## config.mk

```make
export PLATFORM = sky130hd
export DESIGN_NAME = mem_arbiter
export DESIGN_NICKNAME = d
export VERILOG_FILES = /design/src/rtl/mmu_pkg.sv /design/src/rtl/rr_arbiter.sv /design/src/rtl/mem_arbiter.sv
export SDC_FILE = /design/constraint.sdc
export NUM_CORES = 1
export LEC_CHECK = 0
export CAP_MARGIN = 15
export CORE_AREA = 3 3 166 168
export CTS_CLUSTER_SIZE = 25
export DETAILED_ROUTE_END_ITERATION = 8
export DIE_AREA = 0 0 169 171
export PLACE_DENSITY = 0.8
export SYNTH_ARGS = -nofsm -noshare
export SYNTH_HDL_FRONTEND = slang
export SYNTH_HIERARCHICAL = 1
export SYNTH_SLANG_ARGS = --single-unit
```

## constraint.sdc

```tcl
create_clock -name clk -period 9.2 [get_ports clk]
set_input_delay 2.3 -clock clk [delete_from_list [all_inputs] [get_ports clk]]
set_output_delay 2.3 -clock clk [all_outputs]
set_load 0.005 [all_outputs]
```

## src/rtl/mmu_pkg.sv

```systemverilog
// mmu_pkg: FSM states, alignment mask and fault-cause codes shared by mem_arbiter and future trap logic
package mmu_pkg;
  typedef enum logic [1:0] {IDLE, ISSUE, RESP} state_t;
  localparam logic [1:0] ALIGN_MASK = 2'b11;
  typedef enum logic [2:0] {FC_NONE, FC_RDWR, FC_ALIGN, FC_LIMIT, FC_WRAP} fault_t;
  function automatic fault_t fault_cause(input logic rdwr, input logic [1:0] lsb, input logic over, input logic wrap);
    return rdwr ? FC_RDWR : |(lsb & ALIGN_MASK) ? FC_ALIGN : over ? FC_LIMIT : wrap ? FC_WRAP : FC_NONE;
  endfunction
endpackage

```

## src/rtl/rr_arbiter.sv

```systemverilog
// rr_arbiter: picks the first requester at or after ptr (wrapping), one-hot and binary forms
module rr_arbiter #(
  parameter int N = 2,
  localparam int IW = $clog2(N)
) (
  input  logic [N-1:0]  req,
  input  logic [IW-1:0] ptr,
  output logic [N-1:0]  grant,
  output logic [IW-1:0] idx
);
  logic [IW-1:0] j;
  always_comb begin
    idx = '0;
    j = '0;
    for (int k = N - 1; k >= 0; k--) begin
      j = IW'((int'(ptr) + k) % N);
      idx = req[j] ? j : idx;
    end
    grant = |req ? N'(1) << idx : '0;
  end
endmodule

```

## src/rtl/mem_arbiter.sv

```systemverilog
// mem_arbiter: round-robin arbitration of NCH client channels onto one memory port,
// with per-channel base/limit translation, alignment checks and wait/segv handshake
module mem_arbiter
  import mmu_pkg::*;
#(
  parameter int NCH = 2,
  parameter int AW  = 32,
  parameter int DW  = 32
) (
  input  logic              clk,
  input  logic              reset_n,
  input  logic [NCH-1:0]    rd,
  input  logic [NCH-1:0]    wd,
  input  logic [NCH*AW-1:0] addr,
  input  logic [NCH*DW-1:0] wdata,
  input  logic [NCH*AW-1:0] seg_base,
  input  logic [NCH*AW-1:0] seg_limit,
  output logic [NCH*DW-1:0] rdata,
  output logic [NCH-1:0]    wait_o,
  output logic [NCH-1:0]    segv,
  output logic              mem_req,
  output logic              mem_we,
  output logic [AW-1:0]     mem_addr,
  output logic [DW-1:0]     mem_wdata,
  input  logic              mem_ack,
  input  logic [DW-1:0]     mem_rdata
);
  localparam int IW = $clog2(NCH);
  state_t         state;
  logic [IW-1:0]  rr, g, gi;
  logic [NCH-1:0] req, grant, g_oh, done;
  logic           segv_flag;
  logic [AW-1:0]  a, b, l;
  logic [AW:0]    sum;
  fault_t         cause;
  assign req = rd | wd;
  rr_arbiter #(.N(NCH)) u_rr (.req(req), .ptr(rr), .grant(grant), .idx(gi));
  assign a = addr[gi*AW +: AW];
  assign b = seg_base[gi*AW +: AW];
  assign l = seg_limit[gi*AW +: AW];
  assign sum = {1'b0, b} + {1'b0, a};
  assign cause = fault_cause(rd[gi] & wd[gi], a[1:0], a >= l, sum[AW]);
  assign done = state == RESP ? g_oh : '0;
  assign wait_o = req & ~done;
  assign segv = segv_flag ? done : '0;
  assign mem_req = state == ISSUE;
  // faults skip ISSUE entirely so the memory port never sees a bad access
  always_ff @(posedge clk or negedge reset_n)
    if (!reset_n) begin
      state <= IDLE;
      rr <= '0;
      g <= '0;
      g_oh <= '0;
      segv_flag <= 1'b0;
      mem_we <= 1'b0;
      mem_addr <= '0;
      mem_wdata <= '0;
      rdata <= '0;
    end else if (state == IDLE && |req) begin
      g <= gi;
      g_oh <= grant;
      segv_flag <= cause != FC_NONE;
      if (cause != FC_NONE) begin
        rdata[gi*DW +: DW] <= '0;
        state <= RESP;
      end else begin
        mem_addr <= sum[AW-1:0];
        mem_we <= wd[gi];
        mem_wdata <= wdata[gi*DW +: DW];
        state <= ISSUE;
      end
    end else if (state == ISSUE && mem_ack) begin
      rdata[g*DW +: DW] <= mem_we ? '0 : mem_rdata;
      state <= RESP;
    end else if (state == RESP) begin
      rr <= g == IW'(NCH - 1) ? '0 : g + 1'b1;
      state <= IDLE;
    end
endmodule

```

==> metrics <==
status=finished, final reports clean; final setup fails=0; remaining antenna violation count after routing=0; chip height=around 170 um; CP Capture Type=register; die width=169 um; Num CTS Buffers=17; dpl ws=roughly 1.1 ns; TritonCTS Sinks=136; Avg WL per Cell=19.6 um; final hold vios=0; storage element area=about 3400 sq um; Mapped Area=9500 sq um; crit share post-route=0.842; worst hold path class=reg2reg; CTS tree=yes; worst-margin pin slew=1.15 ns; Port Buffers=428; reg2reg start=rr; final WL=approximately 33 mm; critical path start-end classification=in2reg; Synth top area share=0.358; Total GRT Usage=0.220; synth top area cells=dfrtp_1 (36%), mux2_2 (16%), ha_1 (8.4%); # hold bufs at CTS=0; I/O pin total=approximately 430; Achievable Freq=between 100 and 150 MHz; Post-synth EDFFs=0; vias per cell=approximately 5.3; vias in the first global route=9336; area of the multi-input gates=5840 sq um; initial core utilization=0.365; Tmin final=7.75 ns; RSZ-0062 raised after global routing=no; leakage power=a little over 6 nW; Detailed Route Iter0 Violations=601; largest net degree at the start of global routing=between 70 and 80; # fillers=between 2000 and 2500; hold_sp=rdata[55]; max_cap viols=0; DR DRC count=0; Synth Register Bits=136; H-tree depth=4; DP Wirelength=25.7 mm; area post-placement=14100 sq um; Setup Skew=between 0.01 and 0.015 ns; Post-CTS Setup Inserts=0; clock slew at reported path FFs=0.07 ns; ANT cells=0; Finished Layout Cells=1690; setup ws final=1.45 ns; crit path launch=rd[1]; Distinct cells, synth=62; synthesized net count=between 1000 and 1500; Avg Inst Size Synth=around 10 sq um; Rel. slew slack=0.229; Worst Path Arrival=8.04 ns; GR Overflow Total=0; CTS root buffer=clkbuf_16; drt pass-1 iters=5; startpoint types=primary input; Die ar.=approximately 29000 sq um; Pins Over Slew Limit=0; worst skew pair latency=about 0.42 ns; Post-Syn Instances=slightly above 900; met2 WL post-DR=16.8 mm; antenna violations before repair=0; layout net count=1702; ys flop type=dfrtp_1; DR vias=8926; Tot Pwr=3.88 mW; Synth-to-Final Area Change=54.7%; Cell Rows=59; Setup Total Neg Slack=0 ns; Synth async-reset ratio=1.00; GPL Wtd Cong=0.886; first-pass GRT wire length=50.5 mm; Metal-1 WL=between 10 and 15 mm; pwr dens=264 nW/um^2; core area=26100 sq um; peak supply drop=127 uV; post-cts repair resize count=0; final instance area=14700 sq um; CTS max path bufs=2; post-synthesis sequential area ratio=0.358; WL met3=1.99 mm; Syn. warnings=6; layout cells sized above 1=0.166; cell taking the most area after synthesis=dfrtp_1; Post-synth top cells=dfrtp_1 (136), mux2_2 (136), a21oi_1 (79); Critical Path RT=9.50 ns; critical path fanouts, max=46; placed instance count=about 1700; highest routed metal layer=met4
==> worst paths after layout <==
check / to / slack (ns) / cells after the start
setup / recovery: mem_wdata[13] / 1.45 / 15
hold / removal: rdata[55] / 0.49 / 1
setup reg to reg: mem_wdata[13] / 3.57 / 13
hold reg to reg: rdata[55] / 0.49 / 1
max in group asynchronous: rdata[28] / 5.86 / 2
min in group asynchronous: rdata[47] / 1.86 / 1
==> where the power goes <==
group          leakage [nW]  switching, mW  internal [mW]
logic                  4.14          0.992           1.21
registers              1.75          0.168          0.840
clock network         0.271          0.310          0.364
==> metrics by stage <==
stage | hold WS, ns | utilization
after floorplan | 0.463 | -
after global placement | 0.470 | 0.542
after detailed placement | 0.473 | 0.542
after CTS | 0.494 | 0.564
after global routing | 0.509 | 0.564
final | 0.489 | 0.564
==> placed cells by master (no fill, tap or decap), drive strengths merged, types with 4 or more instances in the layout <==
| cell type | count |
|---|---|
| o211ai | 6 |
| ha | 64 |
| xor2 | 8 |
| mux2 | 164 |
| o21ai | 63 |
| nand2 | 61 |
| dfrtp | 136 |
| o21bai | 5 |
| clkinv | 4 |
| and3 | 6 |
| o2bb2ai | 32 |
| a21o | 14 |
| nand3 | 10 |
| a211o | 4 |
| xnor2 | 20 |
| a21oi | 79 |
| clkbuf | 18 |
| mux2i | 33 |
| inv | 24 |
| nor2b | 4 |
| nand4 | 8 |
| buf | 14 |
| a211oi | 6 |
| nor2 | 57 |
| clkdlybuf4s50 | 427 |
| nor3 | 12 |
| nand2b | 34 |
==> worst max-delay path: stages <==
cell             delay [ns]
clkdlybuf4s50_1        0.50
nor2_1                 0.07
inv_1                  0.12
a21boi_4               0.91
buf_4                  0.46
mux2_2                 0.41
ha_1                   0.40
a21oi_1                0.23
o21ai_0                0.19
a311oi_1               0.63
a211oi_2               0.16
nor3_2                 0.30
and2b_4                0.53
buf_12                 0.33
mux2_2                 0.38
==> area by class of cell <==
class | instances | share of cell area
repair buffers | 441 | 0.300
multi-input cells | 729 | 0.397
inverters | 17 | 0.00434
clock inverters | 14 | 0.00894
flip-flops and latches | 136 | 0.232
well taps | 335 | 0.0285
clock buffers | 18 | 0.0299
==> registers in the layout (all words and copies together) (netlist names) <==
name / flops
state: 2
segv_flag: 1
g: 1
mem_wdata: 32
mem_addr: 32
rr: 1
rdata: 64
g_oh: 2
mem_we: 1
==> cells by family after synthesis <==
| logic type | share of synthesized area |
|---|---|
| DFF | 0.358 |
| buffers and inverters | 0.0295 |
| and+or+nand+nor | 0.105 |
| AOI/OAI and AO/OA | 0.155 |
| muxes | 0.240 |
| adders and majority gates | 0.0864 |
| xor gates and xnor gates | 0.0258 |
==> per-layer routing <==
layer	GRT usage	vias to the layer above
li1	-	4238
met1	0.273	4313
met2	0.390	332
met3	0.0423	43
met4	0.0663	0
met5	0	-
No activity file was read; power rests on OpenSTA's default activity.
==> patch (config.mk and constraints unchanged) <==
Re-encode `state_t` (3 states) as one-hot, 3 bits wide.
--- a/src/rtl/mmu_pkg.sv
+++ b/src/rtl/mmu_pkg.sv
@@ -1,5 +1,5 @@
 // mmu_pkg: FSM states, alignment mask and fault-cause codes shared by mem_arbiter and future trap logic
 package mmu_pkg;
-  typedef enum logic [1:0] {IDLE, ISSUE, RESP} state_t;
+  typedef enum logic [2:0] {IDLE = 3'b001, ISSUE = 3'b010, RESP = 3'b100} state_t;
   localparam logic [1:0] ALIGN_MASK = 2'b11;
   typedef enum logic [2:0] {FC_NONE, FC_RDWR, FC_ALIGN, FC_LIMIT, FC_WRAP} fault_t;
Check against the original RTL: same outputs for any inputs over 4 cycles, from zero or initial values and one cycle with reset_n low; so few cycles prove little.
==> patch against the unedited design <==
  * Combinational power down 6%
  * Sequential share of layout area up 0.62 points
  * Clock power up 4.5%
  * Routed wire length down 2.5%
  * Synthesized cell count up 2.8%
  * Critical path depth up 1
  * Total power down 3.6%
  * Worst setup slack better by 0.27 ns
  * Synthesized area down 2.3%
  * Sequential cell count up 1
  * Final area down 1.9%
  * Count of clock-buffer cells in the layout down 1
  * Largest cell class unchanged
  * Highest routed layer unchanged
==> patch: results (changes against the unedited design) <==
cells_and_area:
  post-route-util_pct: 55.4  # -1.0 points
  nonClkBufAreaFrac_pct: 30.2  # +0.22 points
  nFillCells: 2259  # -1.3%
  drive_above_1_share_pct: 11.1  # -5.5 points
  clk_share_pct: 4.15  # +0.26 points
  nNonClkInverters: 8  # -9
  nets: 1717  # +0.88%
  multi_input_area_sq_um: 5590  # -4.2%
setup_path:
  worstPathMaxFanout: 98  # +110%
  cp_slowest_stage_delay_ns: 0.69  # -0.22 ns
power_and_ir_drop:
  leakage_uw: 0.00617  # about the same
  clkPwrFrac_pct: 18.8  # +1.4 points
  switching_share_pct: 39.5  # +1.7 points
  pg_clk_uw: 704  # +4.5%
sta:
  relSlewSlack_pct: 33.1  # +10 points
  finalClockSkew_ns: 0.0115  # -0.00179 ns
  setup_slack_ns: 1.72  # +0.267 ns
yosys:
  seq_area_frac_synth_pct: 36.9  # +1.1 points
  synth_fa_ha_area_share_pct: 8.84  # +0.20 points
  synth_compound_area_share_pct: 18.7  # +3.2 points
  synth_fp_nets: 1316  # +2.0%
  synthTopCellsByCount: "161 x nand2_1, 136 x dfrtp_1, 78 x o21ai_0"
  synthTopCellsByArea: "dfrtp_1 37%, ha_1 8.6%, mux2_2 8.2%"
  netlist_area_sq_um: 9290  # -2.3%
  synth_cell_types: 60  # -3.2%
  synth.area.mux_share_pct: 15.5  # -8.5 points
  synthCells: 956  # +2.8%
drt:
  route.met2.wl_mm: 16.1  # -4.2%
  drt_iter0_drc: 537  # -11%
  wire_per_inst_um: 19.0  # -3.4%
  drt-pass1-iter-count: 4  # -1
  avgViaCountPerCell: 5.22  # -1.2%
  wl_met3_mm: 2.46  # +24%
run_status:
  status: "completed"
place:
  place.gp.congestion: 0.912  # +2.9%
  dp_hpwl_mm: 25.8  # +0.27%
  place_ws_ns: 1.29  # +0.218 ns
  place_area_sq_um: 13800  # -2.1%
global_routing:
  grt_pass1_wl_mm: 49.0  # -3.1%
  grt.met3_usage_pct: 5.59  # +1.4 points
## patch: critical path, delay by kind of cell
family / cells / cell delay, ns
buffers and inverters: 4 / 1.48
AO/OA/AOI/OAI: 7 / 1.93
multiplexers: 1 / 0.43
AND/OR/NAND/NOR: 3 / 1.04
adder cells (fa/ha/maj): 1 / 0.36
## patch: how the worst min path moves through the flow
stage / startpoint / cells past startpoint / endpoint
5_1_grt: mem_wdata[2] / 2 / mem_wdata[2]
3_3_place_gp: rdata[54] / 2 / rdata[54]
2_1_floorplan: g / 1 / rr
6_report: mem_addr[2] / 2 / mem_addr[2]
3_5_place_dp: rdata[54] / 2 / rdata[54]
4_1_cts: mem_addr[11] / 2 / mem_addr[11]
## patch: logic make-up (layout without fill, tap and decap cells)
group                    count (synthesis)  count (layout)
multiplexers                           135             135
buffers and inverters                   62             476
AO/OA/AOI/OAI                          248             248
AND/OR/NAND/NOR                        281             281
adder cells (fa/ha/maj)                 65              65
flip-flops                             137             137
XOR/XNOR                                28              28
